--- config.mk ---
export PLATFORM = sky130hd
export DESIGN_NAME = sgd_tx_bcast_sched
export DESIGN_NICKNAME = d
export VERILOG_FILES = /design/src/rtl/sgd_pkg.sv /design/src/rtl/sgd_lowest_set.sv /design/src/rtl/sgd_tx_bcast_sched.sv
export SDC_FILE = /design/constraint.sdc
export NUM_CORES = 1
export LEC_CHECK = 0
export CAP_MARGIN = 20
export CORE_AREA = 2 2 508 510
export CTS_CLUSTER_SIZE = 8
export DETAILED_ROUTE_END_ITERATION = 12
export DIE_AREA = 0 0 510 512
export PLACE_DENSITY = 0.34
export SETUP_SLACK_MARGIN = 0.15
export SYNTH_ARGS = -nofsm -noshare
export SYNTH_HDL_FRONTEND = slang
export SYNTH_SLANG_ARGS = --single-unit
--- constraint.sdc ---
create_clock -name clk -period 4.55 [get_ports clk]
set_input_delay 0.455 -clock clk [delete_from_list [all_inputs] [get_ports clk]]
set_output_delay 0.455 -clock clk [all_outputs]
set_load 0.01 [all_outputs]
--- src/rtl/sgd_pkg.sv ---
// Shared types and field layout for the SGD server-side TX broadcast scheduler.
// Metadata is {len, session}; status carries session in [15:0] and error code in [17:16].
package sgd_pkg;

  localparam int META_W        = 32;
  localparam int STS_W         = 64;
  localparam int SESS_W        = 16;
  localparam int LEN_W         = 16;
  localparam int ERR_W         = 2;
  localparam int META_SESS_LSB = 0;
  localparam int META_LEN_LSB  = 16;
  localparam int STS_SESS_LSB  = 0;
  localparam int STS_ERR_LSB   = 16;

  typedef enum logic [ERR_W-1:0] {
    STS_OK    = 2'd0,
    STS_ERR_1 = 2'd1,
    STS_ERR_2 = 2'd2,
    STS_ERR_3 = 2'd3
  } sts_err_e;

  typedef enum logic [2:0] {
    ST_IDLE,
    ST_SELECT,
    ST_META,
    ST_DATA,
    ST_WAIT_STS,
    ST_DONE
  } state_e;

  function automatic logic [META_W-1:0] pack_meta(input logic [LEN_W-1:0]  len,
                                                  input logic [SESS_W-1:0] sess);
    return {len, sess};
  endfunction

endpackage

--- src/rtl/sgd_lowest_set.sv ---
// Combinational priority encoder: index of the lowest set bit of vec, plus a found flag.
module sgd_lowest_set #(
  parameter int N  = 4,
  parameter int IW = (N > 1) ? $clog2(N) : 1
) (
  input  logic [N-1:0]  vec,
  output logic [IW-1:0] idx,
  output logic          found
);

  always_comb begin
    idx   = '0;
    found = 1'b0;
    for (int unsigned i = 0; i < N; i++) begin
      if (vec[i] && !found) begin
        idx   = IW'(i);
        found = 1'b1;
      end
    end
  end

endmodule

--- src/rtl/sgd_tx_bcast_sched.sv ---
// Sends one 512-bit line to every enabled worker session in turn, retrying on
// error status or timeout, and reports the workers that exhausted their retries.
module sgd_tx_bcast_sched
  import sgd_pkg::*;
#(
  parameter int WORKER_NUM     = 4,
  parameter int PKT_BYTES      = 64,
  parameter int MAX_RETRY      = 3,
  parameter int TIMEOUT_CYCLES = 1024
) (
  input  logic                     clk,
  input  logic                     rst_n,
  input  logic [16*WORKER_NUM-1:0] session_id,
  input  logic [WORKER_NUM-1:0]    worker_en,
  input  logic                     req_valid,
  output logic                     req_ready,
  input  logic [511:0]             req_data,
  output logic                     meta_valid,
  input  logic                     meta_ready,
  output logic [META_W-1:0]        meta_data,
  output logic                     tx_valid,
  input  logic                     tx_ready,
  output logic [511:0]             tx_data,
  output logic [63:0]              tx_keep,
  output logic                     tx_last,
  input  logic                     sts_valid,
  output logic                     sts_ready,
  input  logic [STS_W-1:0]         sts_data,
  output logic                     busy,
  output logic                     done,
  output logic [WORKER_NUM-1:0]    fail_mask,
  output logic [15:0]              stray_cnt
);

  localparam int IW = (WORKER_NUM > 1) ? $clog2(WORKER_NUM) : 1;
  localparam int TW = $clog2(TIMEOUT_CYCLES + 1);
  localparam int RW = $clog2(MAX_RETRY + 2);

  state_e                r_state;
  logic [511:0]          r_payload;
  logic [WORKER_NUM-1:0] r_pending;
  logic [WORKER_NUM-1:0] r_fail_mask;
  logic [IW-1:0]         r_idx;
  logic [SESS_W-1:0]     r_session;
  logic [RW-1:0]         r_retry;
  logic [TW-1:0]         r_timer;
  logic [15:0]           r_stray;

  logic [IW-1:0]         w_idx;
  logic                  w_found;
  logic [SESS_W-1:0]     w_sel_session;
  logic [SESS_W-1:0]     w_sts_sess;
  sts_err_e              w_sts_err;
  logic                  w_match;
  logic                  w_stray;
  logic                  w_timeout;
  logic                  w_fail;
  logic [WORKER_NUM-1:0] w_bit;
  logic                  w_unused;

  sgd_lowest_set #(
    .N  (WORKER_NUM),
    .IW (IW)
  ) u_lowest_set (
    .vec   (r_pending),
    .idx   (w_idx),
    .found (w_found)
  );

  always_comb begin
    w_sel_session = '0;
    for (int unsigned i = 0; i < WORKER_NUM; i++) begin
      if (w_idx == IW'(i)) begin
        w_sel_session = session_id[i*16 +: 16];
      end
    end
  end

  assign w_sts_sess = sts_data[STS_SESS_LSB +: SESS_W];
  assign w_sts_err  = sts_err_e'(sts_data[STS_ERR_LSB +: ERR_W]);
  assign w_unused   = ^sts_data[STS_W-1:STS_ERR_LSB+ERR_W];

  // A matching status beat wins over a timeout landing in the same cycle.
  assign w_match   = sts_valid && (r_state == ST_WAIT_STS) && (w_sts_sess == r_session);
  assign w_stray   = sts_valid && !w_match;
  assign w_timeout = (r_state == ST_WAIT_STS) && !w_match && (r_timer == '0);
  assign w_fail    = (w_match && (w_sts_err != STS_OK)) || w_timeout;
  assign w_bit     = WORKER_NUM'(1) << r_idx;

  always_ff @(posedge clk or negedge rst_n) begin
    if (!rst_n) begin
      r_state     <= ST_IDLE;
      r_payload   <= '0;
      r_pending   <= '0;
      r_fail_mask <= '0;
      r_idx       <= '0;
      r_session   <= '0;
      r_retry     <= '0;
      r_timer     <= '0;
      r_stray     <= '0;
    end else begin
      if (w_stray && (r_stray != '1)) begin
        r_stray <= r_stray + 16'd1;
      end
      case (r_state)
        ST_IDLE: begin
          if (req_valid) begin
            r_payload   <= req_data;
            r_pending   <= worker_en;
            r_fail_mask <= '0;
            r_idx       <= '0;
            r_retry     <= '0;
            r_state     <= ST_SELECT;
          end
        end
        ST_SELECT: begin
          if (w_found) begin
            r_idx     <= w_idx;
            r_session <= w_sel_session;
            r_state   <= ST_META;
          end else begin
            r_state <= ST_DONE;
          end
        end
        ST_META: begin
          if (meta_ready) begin
            r_state <= ST_DATA;
          end
        end
        ST_DATA: begin
          if (tx_ready) begin
            r_timer <= TW'(TIMEOUT_CYCLES - 1);
            r_state <= ST_WAIT_STS;
          end
        end
        ST_WAIT_STS: begin
          if (w_match && (w_sts_err == STS_OK)) begin
            r_pending <= r_pending & ~w_bit;
            r_retry   <= '0;
            r_state   <= ST_SELECT;
          end else if (w_fail) begin
            if (r_retry < RW'(MAX_RETRY)) begin
              r_retry <= r_retry + RW'(1);
              r_state <= ST_META;
            end else begin
              r_fail_mask <= r_fail_mask | w_bit;
              r_pending   <= r_pending & ~w_bit;
              r_retry     <= '0;
              r_state     <= ST_SELECT;
            end
          end else begin
            r_timer <= r_timer - TW'(1);
          end
        end
        ST_DONE: begin
          r_state <= ST_IDLE;
        end
        default: begin
          r_state <= ST_IDLE;
        end
      endcase
    end
  end

  assign req_ready  = (r_state == ST_IDLE);
  assign busy       = (r_state != ST_IDLE);
  assign done       = (r_state == ST_DONE);
  assign meta_valid = (r_state == ST_META);
  assign meta_data  = pack_meta(LEN_W'(PKT_BYTES), r_session);
  assign tx_valid   = (r_state == ST_DATA);
  assign tx_last    = tx_valid;
  assign tx_data    = r_payload;
  assign tx_keep    = '1;
  assign sts_ready  = 1'b1;
  assign fail_mask  = r_fail_mask;
  assign stray_cnt  = r_stray;

endmodule
### Yosys cells after proc, flatten, opt, wreduce, memory -nomap -nowiden

Index checks and enable logic that the tools add are counted.
Widths: inputs -> output; s select.

* register bits: 571

* $add $sub $neg: 3
* magnitude comparators: 1
* equal/unequal tests: 20
* shifts and indexed selects: 1
* mux-type cells: 41
* bitwise logic cells: 3
* reduce and logical (&&, ||, !) cells: 33

Operator list (number)
* $mux 16: 4
* $mux 11: 3
* $mux 4: 8
* $mux 3: 10
* $pmux 11 s2: 1
* $add 16x1->16 const B: 1
* $eq 16x16->1: 1
* $ne 16x16->1 const B: 1
* $pmux 4 s2: 2
* $pmux 3 s5: 1
* $ne 2x2->1 const B: 6
* $reduce_and 4->1: 3
* $logic_and 1x1->1: 11
* $logic_not 11->1: 1
* $sub 11x1->11 const B: 1
* $mux 2: 5
* $reduce_bool 2->1: 4
* $eq 3x2->1 const B: 2
* $eq 3x3->1 const B: 2
* $pmux 3 s2: 1
* $reduce_and 3->1: 2
* $mux 1: 5
* $reduce_and 5->1: 1
* $and 4x4->4: 1
* 18 further kinds: 25

### Depth between registers and ports, before layout

* word-level depth: 15
* mapped depth: 10
* gate-level depth less buffers: 7

### By module

A second synthesis with hierarchy kept.

* cell total of the unflattened synthesis: 2586
* area total of the unflattened synthesis: 23209.8 um^2

By module, submodules not included
* sgd_tx_bcast_sched: instances 1, cells each 2579, area each 23174.7 um^2, sequential area each 14288.7 um^2
* sgd_lowest_set: instances 1, cells each 7, area each 35.0 um^2, sequential area each 0.0 um^2

### Least setup slack after synthesis

No wires, ideal clock.

* kind: register -> register
* start: register r_state[0]
* end: register r_stray[1], in the netlist stray_cnt[1]
* setup time: 0.128 ns
* data arrival time: 1.904 ns
* setup slack: 2.518 ns
* stages on the path, launching flop included: 9
* buffers on the path: 2
* path through: dfrtp_1 > buf_2 > nor3b_4 > nand2_1 > nor4b_4 > and2_1 > buf_4 > nor3b_1 > mux2_1

* cells in the longest elaborated chain, start to end: 6

Ends and longest elaborated chain
* from (decl): line sgd_tx_bcast_sched.sv:39 `state_e r_state;`
* from (signal assigned): line sgd_tx_bcast_sched.sv:92 `r_state <= ST_IDLE;`
* from (signal assigned): line sgd_tx_bcast_sched.sv:113 `r_state <= ST_SELECT;`
* from (signal assigned): line sgd_tx_bcast_sched.sv:120 `r_state <= ST_META;`
* $eq 3x3->1: line sgd_tx_bcast_sched.sv:84 `assign w_match = sts_valid && (r_state == ST_WAIT_STS) && (w_sts_sess == r_session);`
* $logic_and 1x1->1 (2 in a row): line sgd_tx_bcast_sched.sv:84
* $logic_not 1->1: line sgd_tx_bcast_sched.sv:85 `assign w_stray = sts_valid && !w_match;`
* $logic_and 1x1->1: line sgd_tx_bcast_sched.sv:85
* $logic_and 1x1->1: line sgd_tx_bcast_sched.sv:102 `if (w_stray && (r_stray != '1)) begin`
* to (signal assigned): line sgd_tx_bcast_sched.sv:103 `r_stray <= r_stray + 16'd1;`
* to (decl): line sgd_tx_bcast_sched.sv:47 `logic [15:0] r_stray;`

Every way passes these cells.
A chain may end at the register's enable or synchronous reset.

### Worst setup path after layout

* start: register r_state[0]
* end: output req_ready

* cells in the longest elaborated chain, start to end: 1

Ends and longest elaborated chain
* $logic_not 3->1: line sgd_tx_bcast_sched.sv:165 `assign req_ready = (r_state == ST_IDLE);`
* to (decl): line sgd_tx_bcast_sched.sv:16 `output logic req_ready,`

Every way passes these cells.

==> impl_metrics.toml <==
[critical_path]
crit_buf_inv = 2
crit_type = "reg -> out"
reg2reg_depth = 8
worstReg2RegStart = "r_state[0]$_DFFE_PN0P_"
r2r_slack_ns = 1.69
r2r_end = "tx_data[117]$_DFFE_PN0P_"
worstPathRequired_ns = 4.09
worst_path_largest_cell_delay_ns = 0.58
cp_data_arrival_time_ns = 2.56
path_cells = "nor2_1 -> nand2_1 -> inv_1 -> clkdlybuf4s50_1"
start_kind = "register"
crit_family = "buffers and inverters"
worstPathMaxFanout = 8
critPathCaptureType = "primary output"
crit_slowest_cell = "clkdlybuf4s50_1"

[global_routing]
grt_max_degree = 95
grt_pass1_vias = 23700
grt_pass1_wl_um = 223000
grt_util_all_layers_pct = 12.8
grt.overflow.total = 0
antenna_found_initial = 82

[layout]
nFillCells = 28800
syn_to_final_growth_pct = 79.1
drive_above_1_share_pct = 5.00
nets = 4480

[die]
die_w_um = 510
dieArea_sq_um = 261000
start_util_pct = 9.07
core_sq_um = 256000
die_h_um = 512
ios = 1285
row_count = 186

[detailed_routing]
drtIter0Drc = 1028
vias_per_cell = 3.13
wire_per_inst_um = 23.6
vias = 22700
drt.antenna.violating_nets = 0
wirelength_um = 172000
drc = 0
drt-pass1-iter-count = 5

[synth]
ys_seq_area_share_pct = 61.6
synth_top_cell_by_area = "dfrtp_1"
ys_seq_elements = 571
synth_area_leaders = "dfrtp_1 62%, nand2_1 26%, buf_4 2.7%"
yosys_warnings = 0
ys_types = 49
ys_top_cells_by_count = "1616 x nand2_1, 571 x dfrtp_1, 105 x clkbuf_1, 84 x buf_4, 27 x nand3_1"
syn_area_sq_um = 23200
netlist_instances = 2654
yosysTopAreaCellShare_pct = 61.6
synth_area_per_cell_sq_um = 8.74
ys_async_sr_fraction_pct = 100
synth_edf_count = 0
synth_flop_cell = "dfrtp_1"
yosysMostFrequentCell = "nand2_1"

[worst_hold_path]
min_delay_worst_endpoint = "tx_data[459]$_DFFE_PN0P_"
hp-class = "in -> reg"
hold_path_depth = 3
min_from = "req_data[459]"

[timing]
rsz0062_at_grt = "false"
tns_ns = 0
max_slew_margin_pct = 33.6
setup_violations = 0
timing_worst_slew_pin_value_ns = 0.996
max_freq_ghz = 0.332
drv_slew = 0
finClkSkew_ns = 0.0347
fin_crit_sh_pct = 66.2
hold_ws_ns = 0.264
finalHoldViolCount = 0
min_period_ns = 3.01

[clocking]
clk_pin_slew_worst_paths_ns = 0.05
root_buffer = "clkbuf_16"
htree_levels = 3
cts_buffers = 89
cts_num_sinks = 571
cts_buffer_depth = 3
tritoncts = "done"
clock_latency_ns = 0.71

[outcome]
outcome = "completed"

[power]
leakage_nw = 18.6
power_w = 0.0290
ir_worst_vdd_mv = 0.323
power_density_nw_per_um2 = 699

[placement]
hpwl_um = 141000
place_congestion = 0.900
io_buffers = 1157

[job]
maxCapViolCount = 0
[final cells by class]
class                           count  area [sq um]  share of cell area, %
Sequential cell                   571         14300                   34.4
Multi-Input combinational cell   1937          8020                   19.3
Tap cell                         3384          4230                   10.2
Timing Repair Buffer             1219         12300                   29.5
Clock inverter                     18           268                  0.645
Antenna cell                       20          50.0                  0.120
Clock buffer                      107          2380                   5.74
Inverter                            8          30.0                 0.0723
[state kept, by name (all words and copies together) (netlist names)]
| name | count |
|---|---|
| stray_cnt | 16 |
| fail_mask | 4 |
| r_state | 3 |
| r_pending | 4 |
| r_idx | 2 |
| r_session | 16 |
| tx_data | 512 |
| r_timer | 11 |
| r_retry | 3 |
[routing by layer]
metal	share of wire (%)	up-vias	routed length, um	track usage (%)
li1	-	10400	-	-
met1	40	10900	68400	14.7
met2	42	1102	71600	18.5
met3	15	271	25700	8.83
met4	3.2	54	5570	4.39
met5	0.20	-	347	0
[report_power, final]
| group | switching [W] | leakage (nW) | internal (W) |
|---|---|---|---|
| registers | 0.00153 | 7.11 | 0.00739 |
| clock network | 0.00275 | 1.29 | 0.00384 |
| logic | 0.00774 | 10.2 | 0.00577 |
| total | 0.0120 | 18.6 | 0.0170 |
[cell families (layout without fill, tap and decap cells)]
group	after synthesis	count (layout)	synth area share (%)
fa+ha+maj	4	4	0.216
flops	571	571	61.6
mux	6	6	0.286
buf+inv	225	1352	5.16
xor+xnor	32	32	1.21
compound gates	80	80	2.35
simple gates	1734	1734	29.2
other cells	2	101	0.0324
[how the worst max path moves through the flow]
| stage | startpoint | to | slack (ns) | cells after the start |
|---|---|---|---|---|
| 3_3_place_gp | sts_data[10] | stray_cnt[8]$_DFFE_PN0P_ | 1.59 | 9 |
| 6_report | r_state[0]$_DFFE_PN0P_ | req_ready | 1.54 | 4 |
| 3_5_place_dp | sts_data[10] | stray_cnt[1]$_DFFE_PN0P_ | 1.59 | 8 |
| 5_1_grt | r_state[0]$_DFFE_PN0P_ | req_ready | 1.40 | 4 |
| 2_1_floorplan | r_state[0]$_DFFE_PN0P_ | stray_cnt[1]$_DFFE_PN0P_ | 2.52 | 8 |
| 4_1_cts | r_state[0]$_DFFE_PN0P_ | req_ready | 1.43 | 4 |
[per-stage QoR]
stage          cell area [sq um]  util (%)  setup WS [ns]  std cells
2_1_floorplan              23500         -           2.52       2733
3_3_place_gp               38800      15.2           1.59       7118
3_5_place_dp               38800      15.2           1.59       7118
4_1_cts                    41500      16.2           1.43       7244
5_1_grt                    41500      16.2           1.40       7257
6_report                   41500      16.2           1.54       7264
[repair_timing]
action,in CTS,in global routing
gates resized for setup,0,0
hold endpoints to repair,41,0
endpoints found under the setup margin,0,0
hold buffers,1,0
setup buffers,0,0
[cells in the final DEF (no fill, tap or decap), types with 9 or more instances in the layout]
| master | n |
|---|---|
| dfrtp_1 | 571 |
| o221ai_1 | 16 |
| o21ai_0 | 23 |
| nor4_1 | 9 |
| xnor2_1 | 16 |
| nor2_1 | 17 |
| nand2_1 | 1615 |
| xor2_1 | 16 |
| conb_1 | 81 |
| nor3_1 | 17 |
| clkbuf_8 | 9 |
| nand3_1 | 27 |
| clkdlybuf4s50_1 | 1156 |
| a21oi_1 | 15 |
| clkbuf_1 | 9 |
| diode_2 | 20 |
| clkbuf_16 | 89 |
| buf_12 | 17 |
| buf_4 | 44 |
[worst register-to-register path: stages (launching register included)]
cell and delay (ns):
dfrtp_1 0.48, nor2_1 0.47, nand2_1 0.17, inv_1 0.14, nand2_4 0.50, buf_12 0.49, buf_12 0.24, nand2_1 0.17
nand2_1 0.06
Note: power is estimated with default switching activity, not from simulation.
